**src/rtl/wb_ram_arbiter.sv**
```systemverilog
`default_nettype none
// ============================================================================
//  Module   : wb_ram_arbiter
//  Brief    : Two-master (inst/data) to one-slave Wishbone classic arbiter with
//             round-robin grant, cyc bus lock and a stalled-strobe watchdog.
//  Revision : 1.0
// ============================================================================
module wb_ram_arbiter #(
    parameter int TIMEOUT = 1023,
    parameter int TO_W    = 10
) (
    input  logic        clk,
    input  logic        rst_n,

    input  logic [31:0] inst_addr,
    input  logic [31:0] inst_wdata,
    input  logic [3:0]  inst_sel,
    input  logic        inst_we,
    input  logic        inst_cyc,
    input  logic        inst_stb,
    output logic [31:0] inst_rdata,
    output logic        inst_ack,
    output logic        inst_err,

    input  logic [31:0] data_addr,
    input  logic [31:0] data_wdata,
    input  logic [3:0]  data_sel,
    input  logic        data_we,
    input  logic        data_cyc,
    input  logic        data_stb,
    output logic [31:0] data_rdata,
    output logic        data_ack,
    output logic        data_err,

    output logic [31:0] ram_addr,
    output logic [31:0] ram_wdata,
    output logic [3:0]  ram_sel,
    output logic        ram_we,
    output logic        ram_cyc,
    output logic        ram_stb,
    input  logic [31:0] ram_rdata,
    input  logic        ram_ack,

    output logic [1:0]  grant
);

    localparam logic [1:0]      c_IDLE     = 2'd0;
    localparam logic [1:0]      c_OWN_INST = 2'd1;
    localparam logic [1:0]      c_OWN_DATA = 2'd2;

    localparam logic            c_M_INST   = 1'b0;
    localparam logic            c_M_DATA   = 1'b1;

    localparam logic [TO_W-1:0] c_TIMEOUT  = TO_W'(TIMEOUT);
    localparam logic            c_WDOG_EN  = (TIMEOUT != 0);

    logic [1:0]      r_state;
    logic [1:0]      w_state_nxt;
    logic            r_last_grant;
    logic            w_last_grant_nxt;
    logic [TO_W-1:0] r_wdog_cnt;
    logic [TO_W-1:0] w_wdog_cnt_nxt;
    logic            r_err_pending;
    logic            w_err_pending_nxt;

    logic            w_own_inst;
    logic            w_own_data;
    logic            w_owned;
    logic            w_state_change;

    logic [31:0]     w_o_addr;
    logic [31:0]     w_o_wdata;
    logic [3:0]      w_o_sel;
    logic            w_o_we;
    logic            w_o_cyc;
    logic            w_o_stb;

    logic            w_stall;
    logic            w_timeout;

    assign w_own_inst = (r_state == c_OWN_INST);
    assign w_own_data = (r_state == c_OWN_DATA);
    assign w_owned    = w_own_inst | w_own_data;

    // ------------------------------------------------------------------
    // Owner selection: slave side is driven to zero whenever nobody owns it
    // ------------------------------------------------------------------
    always_comb begin
        w_o_addr  = '0;
        w_o_wdata = '0;
        w_o_sel   = '0;
        w_o_we    = 1'b0;
        w_o_cyc   = 1'b0;
        w_o_stb   = 1'b0;
        if (w_own_inst) begin
            w_o_addr  = inst_addr;
            w_o_wdata = inst_wdata;
            w_o_sel   = inst_sel;
            w_o_we    = inst_we;
            w_o_cyc   = inst_cyc;
            w_o_stb   = inst_stb;
        end else if (w_own_data) begin
            w_o_addr  = data_addr;
            w_o_wdata = data_wdata;
            w_o_sel   = data_sel;
            w_o_we    = data_we;
            w_o_cyc   = data_cyc;
            w_o_stb   = data_stb;
        end
    end

    assign ram_addr  = w_o_addr;
    assign ram_wdata = w_o_wdata;
    assign ram_sel   = w_o_sel;
    assign ram_we    = w_o_we;
    assign ram_cyc   = w_o_cyc;
    assign ram_stb   = w_o_stb & ~r_err_pending;

    // An ack on the same cycle as the timeout wins because w_stall excludes it
    assign w_stall   = ram_cyc & ram_stb & ~ram_ack;
    assign w_timeout = c_WDOG_EN & w_stall & (r_wdog_cnt == c_TIMEOUT);

    assign inst_ack   = w_own_inst & ram_ack;
    assign data_ack   = w_own_data & ram_ack;
    assign inst_err   = w_own_inst & w_timeout;
    assign data_err   = w_own_data & w_timeout;
    assign inst_rdata = ram_rdata;
    assign data_rdata = ram_rdata;
    assign grant      = {w_own_data, w_own_inst};

    // ------------------------------------------------------------------
    // Arbitration FSM: ownership held while the owner keeps cyc asserted
    // ------------------------------------------------------------------
    always_comb begin
        w_state_nxt      = r_state;
        w_last_grant_nxt = r_last_grant;
        case (r_state)
            c_IDLE: begin
                if (inst_cyc && data_cyc) begin
                    w_state_nxt = (r_last_grant == c_M_DATA) ? c_OWN_INST : c_OWN_DATA;
                end else if (inst_cyc) begin
                    w_state_nxt = c_OWN_INST;
                end else if (data_cyc) begin
                    w_state_nxt = c_OWN_DATA;
                end
            end
            c_OWN_INST: begin
                if (!inst_cyc) begin
                    w_last_grant_nxt = c_M_INST;
                    w_state_nxt      = data_cyc ? c_OWN_DATA : c_IDLE;
                end
            end
            c_OWN_DATA: begin
                if (!data_cyc) begin
                    w_last_grant_nxt = c_M_DATA;
                    w_state_nxt      = inst_cyc ? c_OWN_INST : c_IDLE;
                end
            end
            default: begin
                w_state_nxt = c_IDLE;
            end
        endcase
    end

    assign w_state_change = (w_state_nxt != r_state);

    always_comb begin
        w_wdog_cnt_nxt = '0;
        if (c_WDOG_EN && !w_state_change && w_stall && !w_timeout) begin
            w_wdog_cnt_nxt = r_wdog_cnt + TO_W'(1);
        end
    end

    // Strobe stays masked after an error until the owner ends that access
    always_comb begin
        w_err_pending_nxt = r_err_pending;
        if (w_state_change || !w_owned) begin
            w_err_pending_nxt = 1'b0;
        end else if (w_timeout) begin
            w_err_pending_nxt = 1'b1;
        end else if (!w_o_stb || !w_o_cyc) begin
            w_err_pending_nxt = 1'b0;
        end
    end

    always_ff @(posedge clk) begin
        if (!rst_n) begin
            r_state       <= c_IDLE;
            r_last_grant  <= c_M_DATA;
            r_wdog_cnt    <= '0;
            r_err_pending <= 1'b0;
        end else begin
            r_state       <= w_state_nxt;
            r_last_grant  <= w_last_grant_nxt;
            r_wdog_cnt    <= w_wdog_cnt_nxt;
            r_err_pending <= w_err_pending_nxt;
        end
    end

endmodule
`default_nettype wire

```
**config.mk**
```make
export PLATFORM = sky130hd
export DESIGN_NAME = wb_ram_arbiter
export DESIGN_NICKNAME = d
export VERILOG_FILES = /design/src/rtl/wb_ram_arbiter.sv
export SDC_FILE = /design/constraint.sdc
export NUM_CORES = 1
export LEC_CHECK = 0
export ABC_AREA = 1
export BUFFER_PORTS_ARGS = -buffer_cell sky130_fd_sc_hd__clkbuf_2
export CAP_MARGIN = 40
export CORE_AREA = 4 4 122 124
export CTS_CLUSTER_SIZE = 14
export DETAILED_ROUTE_END_ITERATION = 10
export DIE_AREA = 0 0 126 128
export GPL_ROUTABILITY_DRIVEN = 0
export GPL_TIMING_DRIVEN = 0
export PLACE_DENSITY = 0.48
export SLEW_MARGIN = 20
export SYNTH_ARGS = -nofsm -noshare
export SYNTH_HDL_FRONTEND = slang
export SYNTH_SLANG_ARGS = --single-unit
```
**constraint.sdc**
```tcl
create_clock -name clk -period 4.41 [get_ports clk]
set_input_delay 0 -clock clk [delete_from_list [all_inputs] [get_ports clk]]
set_output_delay 0 -clock clk [all_outputs]
set_load 0.03 [all_outputs]
```
==> results of run 1 <==
==> worst register-to-register path, cell delays in order, from the launching register on <==
cell	delay, ps
dfxtp_1	410
inv_1	120
ha_1	250
inv_2	70
buf_2	260
o21ai_0	170
nor2_1	130
nand2_1	100
nor2_2	140
nand4_4	190
nor2_1	140
==> cell type report <==
| class | count | area [µm²] | area share |
|---|---|---|---|
| Inverter | 16 | 60.1 | 0.0150 |
| Clock buffer | 4 | 88.8 | 0.0221 |
| Tap cell | 180 | 225 | 0.0561 |
| Sequential cell | 14 | 280 | 0.0698 |
| Buffer | 91 | 597 | 0.149 |
| Multi-Input combinational cell | 296 | 1340 | 0.334 |
| Timing Repair Buffer | 284 | 1420 | 0.354 |
==> Yosys cell counts, drive strengths merged <==
cell,number,area share
xnor2,5,0.019
a21oi,1,0.0022
buf,75,0.24
inv,16,0.026
nor3,1,0.0022
nand3,82,0.18
nand4,2,0.012
clkbuf,16,0.026
or2,1,0.0027
o21ai,5,0.011
nand3b,1,0.0033
dfxtp,14,0.12
nand2,166,0.27
nor2,23,0.040
xor2,3,0.012
o21bai,1,0.0033
ha,5,0.027
==> metal layers <==
| metal | routed length (µm) | vias up | part of all wire | track usage |
|---|---|---|---|---|
| li1 | - | 1822 | - | - |
| met1 | 4630 | 1488 | 0.38 | 0.162 |
| met2 | 6210 | 157 | 0.51 | 0.239 |
| met3 | 1140 | 12 | 0.094 | 0.0317 |
| met4 | 138 | 0 | 0.011 | 0.0196 |
| met5 | 0 | - | 0 | 0 |
==> kinds of logic after synthesis <==
kind of cell | after synthesis
xor+xnor | 8
buf+inv | 107
compound gates | 7
flops | 14
fa+ha+maj | 5
simple gates | 276
==> power groups by stage <==
stage | combinational, mW | sequential, mW | clock, mW
floorplan | 0.441 | 0.135 | 0
global placement | 0.679 | 0.136 | 0
detailed placement | 0.678 | 0.136 | 0
CTS | 0.680 | 0.134 | 0.194
global route | 0.720 | 0.134 | 0.199
finish | 0.670 | 0.134 | 0.190
==> metrics by stage <==
| stage | hold slack (ps) | setup WS [ps] | util | power (mW) | cells |
|---|---|---|---|---|---|
| after floorplan | 132 | 2310 | - | 0.575 | 417 |
| after global placement | 262 | 2030 | 0.285 | 0.816 | 881 |
| after detailed placement | 262 | 2080 | 0.285 | 0.814 | 881 |
| after CTS | 3.32 | 1810 | 0.291 | 1.01 | 885 |
| after global routing | 25.6 | 1740 | 0.291 | 1.05 | 885 |
| final | 7.21 | 1890 | 0.291 | 0.994 | 885 |
==> worst paths after layout <==
path | from | endpoint | slack [ps] | cells past startpoint
max | r_state[1] | ram_addr[13] | 1890 | 8
min | rst_n | r_err_pending | 7 | 3
min reg2reg | r_wdog_cnt[0] | r_wdog_cnt[0] | 440 | 1
max reg2reg | r_state[1] | r_wdog_cnt[2] | 2350 | 10
==> flip-flops by register name, indices dropped and copies added (netlist names) <==
name           flops
r_wdog_cnt        10
r_state            2
r_err_pending      1
r_last_grant       1
==> placed cells by master (no fill, tap or decap), types with 14 or more instances in the layout <==
cell type,instances
nand3_1,82
nand2_1,166
clkbuf_2,284
nor2_1,21
clkbuf_1,16
buf_4,67
inv_1,15
dfxtp_1,14
==> run_results.csv, run 1 <==
group,metric,value,unit
run_status,status,"completed",
routing,ant_nets,0,
setup_path,path_cells,"inv_1, ha_1, inv_2, buf_2, clkbuf_1, nand3_1, nand2_1, clkbuf_2",
floorplanning,die_area,0.0161,mm²
logic_synthesis,syn_avg_cell_area,5.46,µm²
timing,finalMaxSlewViolations,0,
floorplanning,core_region_area,0.0138,mm²
cts,cts.path.max_buffers,2,
logic_synthesis,syn-cell-area,0.00228,mm²
power,power.density,248,mW/mm²
setup_path,startpoint_type,"flop",
cts,clk_latency,240,ps
power,p_clk_frac,0.192,
timing,setup_viol,0,
setup_path,critPathSlowestCell,"clkbuf_1",
logic_synthesis,synth_xor_area_frac,0.0308,
floorplanning,die_y,128,µm
layout,final_cell_area,0.00401,mm²
power,sw_frac_of_total,0.517,
routing,vias_per_cell,3.93,
logic_synthesis,yosysUniqueCellTypes,23,
setup_path,critPathCaptureType,"output pin",
timing,hold_viol,0,
routing,dr.pass1.iters,4,
routing,initialDrtViolationCount,118,
setup_path,critPathBufInv,5,
power,p_sw,514,µW
global_route,grt_pass1_wl,17300,µm
placement,placed_area,0.00393,mm²
setup_path,worst-setup-path-type,"flop to output pin",
routing,wire_per_inst,13.7,µm
cts,htree_num_levels,1,
floorplanning,ios,318,
logic_synthesis,yosys_warnings,0,
logic_synthesis,ys_seq_area_frac,0.123,
layout,fillers,1625,
power,internal_power,480,µW
cts,ctsHoldBuffers,0,
power,p_seq_frac,0.135,
logic_synthesis,synth-adder-area-share,0.0275,
layout,nets,888,
timing,timing.final.crit_share,0.571,
placement,dp_hpwl,10500,µm
setup_path,crit_path_max_fanout,10,
flow_run,maxCapViolations,0,
floorplanning,num_rows,43,
cts,tritoncts,"built",
logic_synthesis,synthCells,417,
layout,antenna_cells,0,
power,p_leak,2.53,nW
routing,route.detailed.drc,0,
logic_synthesis,synth_top_family_by_area,"simple AND/OR/NAND/NOR gates",
cts,post-cts-setup-buffers,0,
global_route,grt_pass1_vias,3234,
timing,grt_setup_unrepaired,"false",
cts,cts_root_buf,"clkbuf_16",
global_route,overflow,0,
timing,fmax,397,MHz
placement,portBuffers,284,
logic_synthesis,muxShareOfSynthArea,0,
global_route,grt_use_total,0.132,
cts,numCtsBuffers,3,
setup_path,cp.required,4410,ps
hold_path,hold_class,"input port to flop",
cts,cts_resized,0,
power,peakVddDrop,0.210,mV
cts,cts.sinks,14,
routing,dr_total_vias,3479,
power,combPwrFrac,0.674,
cts,clk_pin_slew_worst_paths,50,ps
floorplanning,start_util,0.165,
logic_synthesis,synth_seq_cells,14,
global_route,grt_max_degree,11,
layout,drive_gt1_frac,0.515,
setup_path,slowest_delay,590,ps
setup_path,cpLargestDelayFamily,"buffers and inverters",
global_route,antenna_found_initial,0,
timing,worst_pin_slew,752,ps
logic_synthesis,synth.net_count,599,
layout,area_growth,76.2,%
timing,skew,6.73,ps
floorplanning,die_w,126,µm
timing,fin_crit,2520,ps
setup_path,cp.arrival,2520,ps
timing,setup_tns,0,ps
routing,drt-total-wl,12100,µm
timing,slew_headroom,0.499,
logic_synthesis,synth_compound_area_frac,0.0165,
logic_synthesis,yosys.area_share.simple,0.514,
(Power assumes the default switching activity.)
==> inputs of run 2 (changes only) <==
- CORE_AREA: 4 4 122 124 -> 4 4 121 123
- DIE_AREA: 0 0 126 128 -> 0 0 125 127
- PLACE_DENSITY: 0.48 -> 0.49
- clock period: 4.41 -> 2.6 ns (I/O delays scaled with it)
==> run 2 against run 1 <==
Net effect:
- power increased by 69%
- wire length increased by 0.83%
- cell count unchanged
- largest cell class unchanged
- largest power group unchanged
- clock skew decreased by 4.9 ps
- core utilization increased by 0.26 points
==> run_results.csv, run 2 (same netlist as run 1, synthesis figures left out) <==
group,metric,value,unit
run_status,status,"completed",
global_route,grt_use_total,0.139,
setup_path,r2r_end,"r_wdog_cnt[7]",
global_route,grt_pass1_vias,3312,
timing,timing.final.crit_share,0.896,
hold_path,hold_depth,3,
routing,dr.pass1.iters,4,
floorplanning,die_area,0.0159,mm²
setup_path,critPathCaptureType,"output pin",
floorplanning,core_region_area,0.0137,mm²
routing,ant_nets,0,
layout,top_regs,"r_wdog_cnt x10, r_state x2",
flow_run,maxCapViolations,0,
setup_path,r2r_cells,10,
timing,finalMaxSlewViolations,0,
cts,ctsHoldBuffers,0,
routing,route.detailed.drc,0,
layout,drive_gt1_frac,0.516,
global_route,grt_pass1_wl,18000,µm
setup_path,startpoint_type,"flop",
timing,setup_viol,0,
routing,drt-total-wl,12200,µm
routing,wire_per_inst,13.8,µm
power,internal_power,816,µW
routing,dr_total_vias,3477,
cts,numCtsBuffers,3,
global_route,grt_max_degree,11,
global_route,antenna_found_initial,0,
timing,fmax,429,MHz
timing,fin_crit,2330,ps
setup_path,cp.required,2600,ps
power,p_seq_frac,0.135,
timing,grt_setup_unrepaired,"false",
routing,vias_per_cell,3.93,
setup_path,cp.arrival,2330,ps
layout,final_cell_mix,"285 x clkbuf_2, 166 x nand2_1, 82 x nand3_1",
setup_path,crit_path_max_fanout,10,
power,p_leak,2.53,nW
layout,area_growth,76.3,%
hold_path,min_to,"r_err_pending",
timing,setup_tns,0,ps
layout,top_register,"r_wdog_cnt",
layout,nets,888,
placement,portBuffers,284,
floorplanning,die_y,127,µm
power,p_sw,863,µW
hold_path,hold_class,"input port to flop",
power,peakVddDrop,0.330,mV
power,combPwrFrac,0.675,
timing,worst_pin_slew,714,ps
timing,skew,1.78,ps
global_route,overflow,0,
power,sw_frac_of_total,0.514,
setup_path,ff2ff_setup_slack,580,ps
setup_path,worst-setup-path-type,"flop to output pin",
routing,initialDrtViolationCount,113,
timing,slew_headroom,0.524,
floorplanning,num_rows,43,
layout,antenna_cells,0,
cts,clk_latency,240,ps
layout,fin_util,0.294,
power,power.density,418,mW/mm²
power,p_clk_frac,0.190,
floorplanning,die_w,125,µm
cts,cts.sinks,14,
placement,dp_hpwl,10600,µm
cts,cts_root_buf,"clkbuf_16",
placement,place_inst,881,
cts,htree_num_levels,1,
hold_path,hp-start,"rst_n",
cts,cts.path.max_buffers,2,
setup_path,r2r-start,"r_state[1]",
layout,layout_commonest_cell,"clkbuf_2",
timing,hold_viol,0,
floorplanning,ios,318,
layout,largest_reg_flops,10,
layout,final_cells,885,
cts,clk_pin_slew_worst_paths,50,ps
floorplanning,start_util,0.167,
cts,tritoncts,"built",
==> run 2: cell types whose count changed in the layout (fill, tap and decap cells not counted), sizes merged <==
cell    before  now
buf         75   74
clkbuf     304  305
==> run 2: critical path, stage by stage, from the launching register on <==
cell      delay (ps)
dfxtp_1          410
inv_1            120
ha_1             250
inv_2             70
clkbuf_4         230
o21ai_0          170
nor2_1           130
nand2_1          100
or2_2            300
nor2_1            90
clkbuf_2         210
==> run 2: final cells by class <==
type	count	area (µm²)
repair buffers	284	1420
plain buffers	91	601
clock buffers	4	88.8
flip-flops and latches	14	280
fillers	1632	9650
well taps	180	225
multi-input cells	296	1340
inverters	16	60.1
==> run 2: worst max path at each step <==
stage	from	endpoint	slack, ps	cells past startpoint
6_report	r_state[1]	inst_err	270	10
5_1_grt	r_state[0]	ram_addr[12]	20	7
4_1_cts	r_state[1]	ram_addr[12]	30	8
3_5_place_dp	r_state[1]	ram_addr[12]	300	8
3_3_place_gp	r_state[1]	ram_addr[12]	300	8
2_1_floorplan	r_state[0]	data_err	500	10
==> run 2: power groups by stage <==
stage                     Combinational [mW]  Sequential (mW)  Clock (mW)
after CTS                               1.15            0.226       0.331
after detailed placement                1.15            0.231           0
after global placement                  1.15            0.231           0
final                                   1.13            0.227       0.320
after global routing                    1.23            0.227       0.343
after floorplan                        0.747            0.229           0
==> run 2: routing by layer <==
| layer | track usage | share of wire | vias to the layer above |
|---|---|---|---|
| met1 | 0.172 | 0.41 | 1506 |
| li1 | - | - | 1822 |
| met2 | 0.260 | 0.52 | 142 |
| met4 | 0.0121 | 0.0049 | 0 |
| met5 | 0 | 0 | - |
| met3 | 0.0255 | 0.074 | 7 |
==> run 2: repair_timing <==
action | CTS | global route
hold endpoints to repair | 0 | 0
resized for setup | 0 | 4
setup buffers | 0 | 0
setup endpoints to repair | 0 | 12
==> run 2: stage by stage <==
stage | hold WS [ps] | total power, mW | worst slack [ps] | cell area (µm²)
finish | 10.1 | 1.68 | 271 | 4020
global route | 11.2 | 1.80 | 16.5 | 4020
CTS | 2.44 | 1.71 | 26.5 | 4010
detailed placement | 262 | 1.38 | 296 | 3930
global placement | 262 | 1.38 | 299 | 3930
floorplan | 132 | 0.976 | 505 | 2280
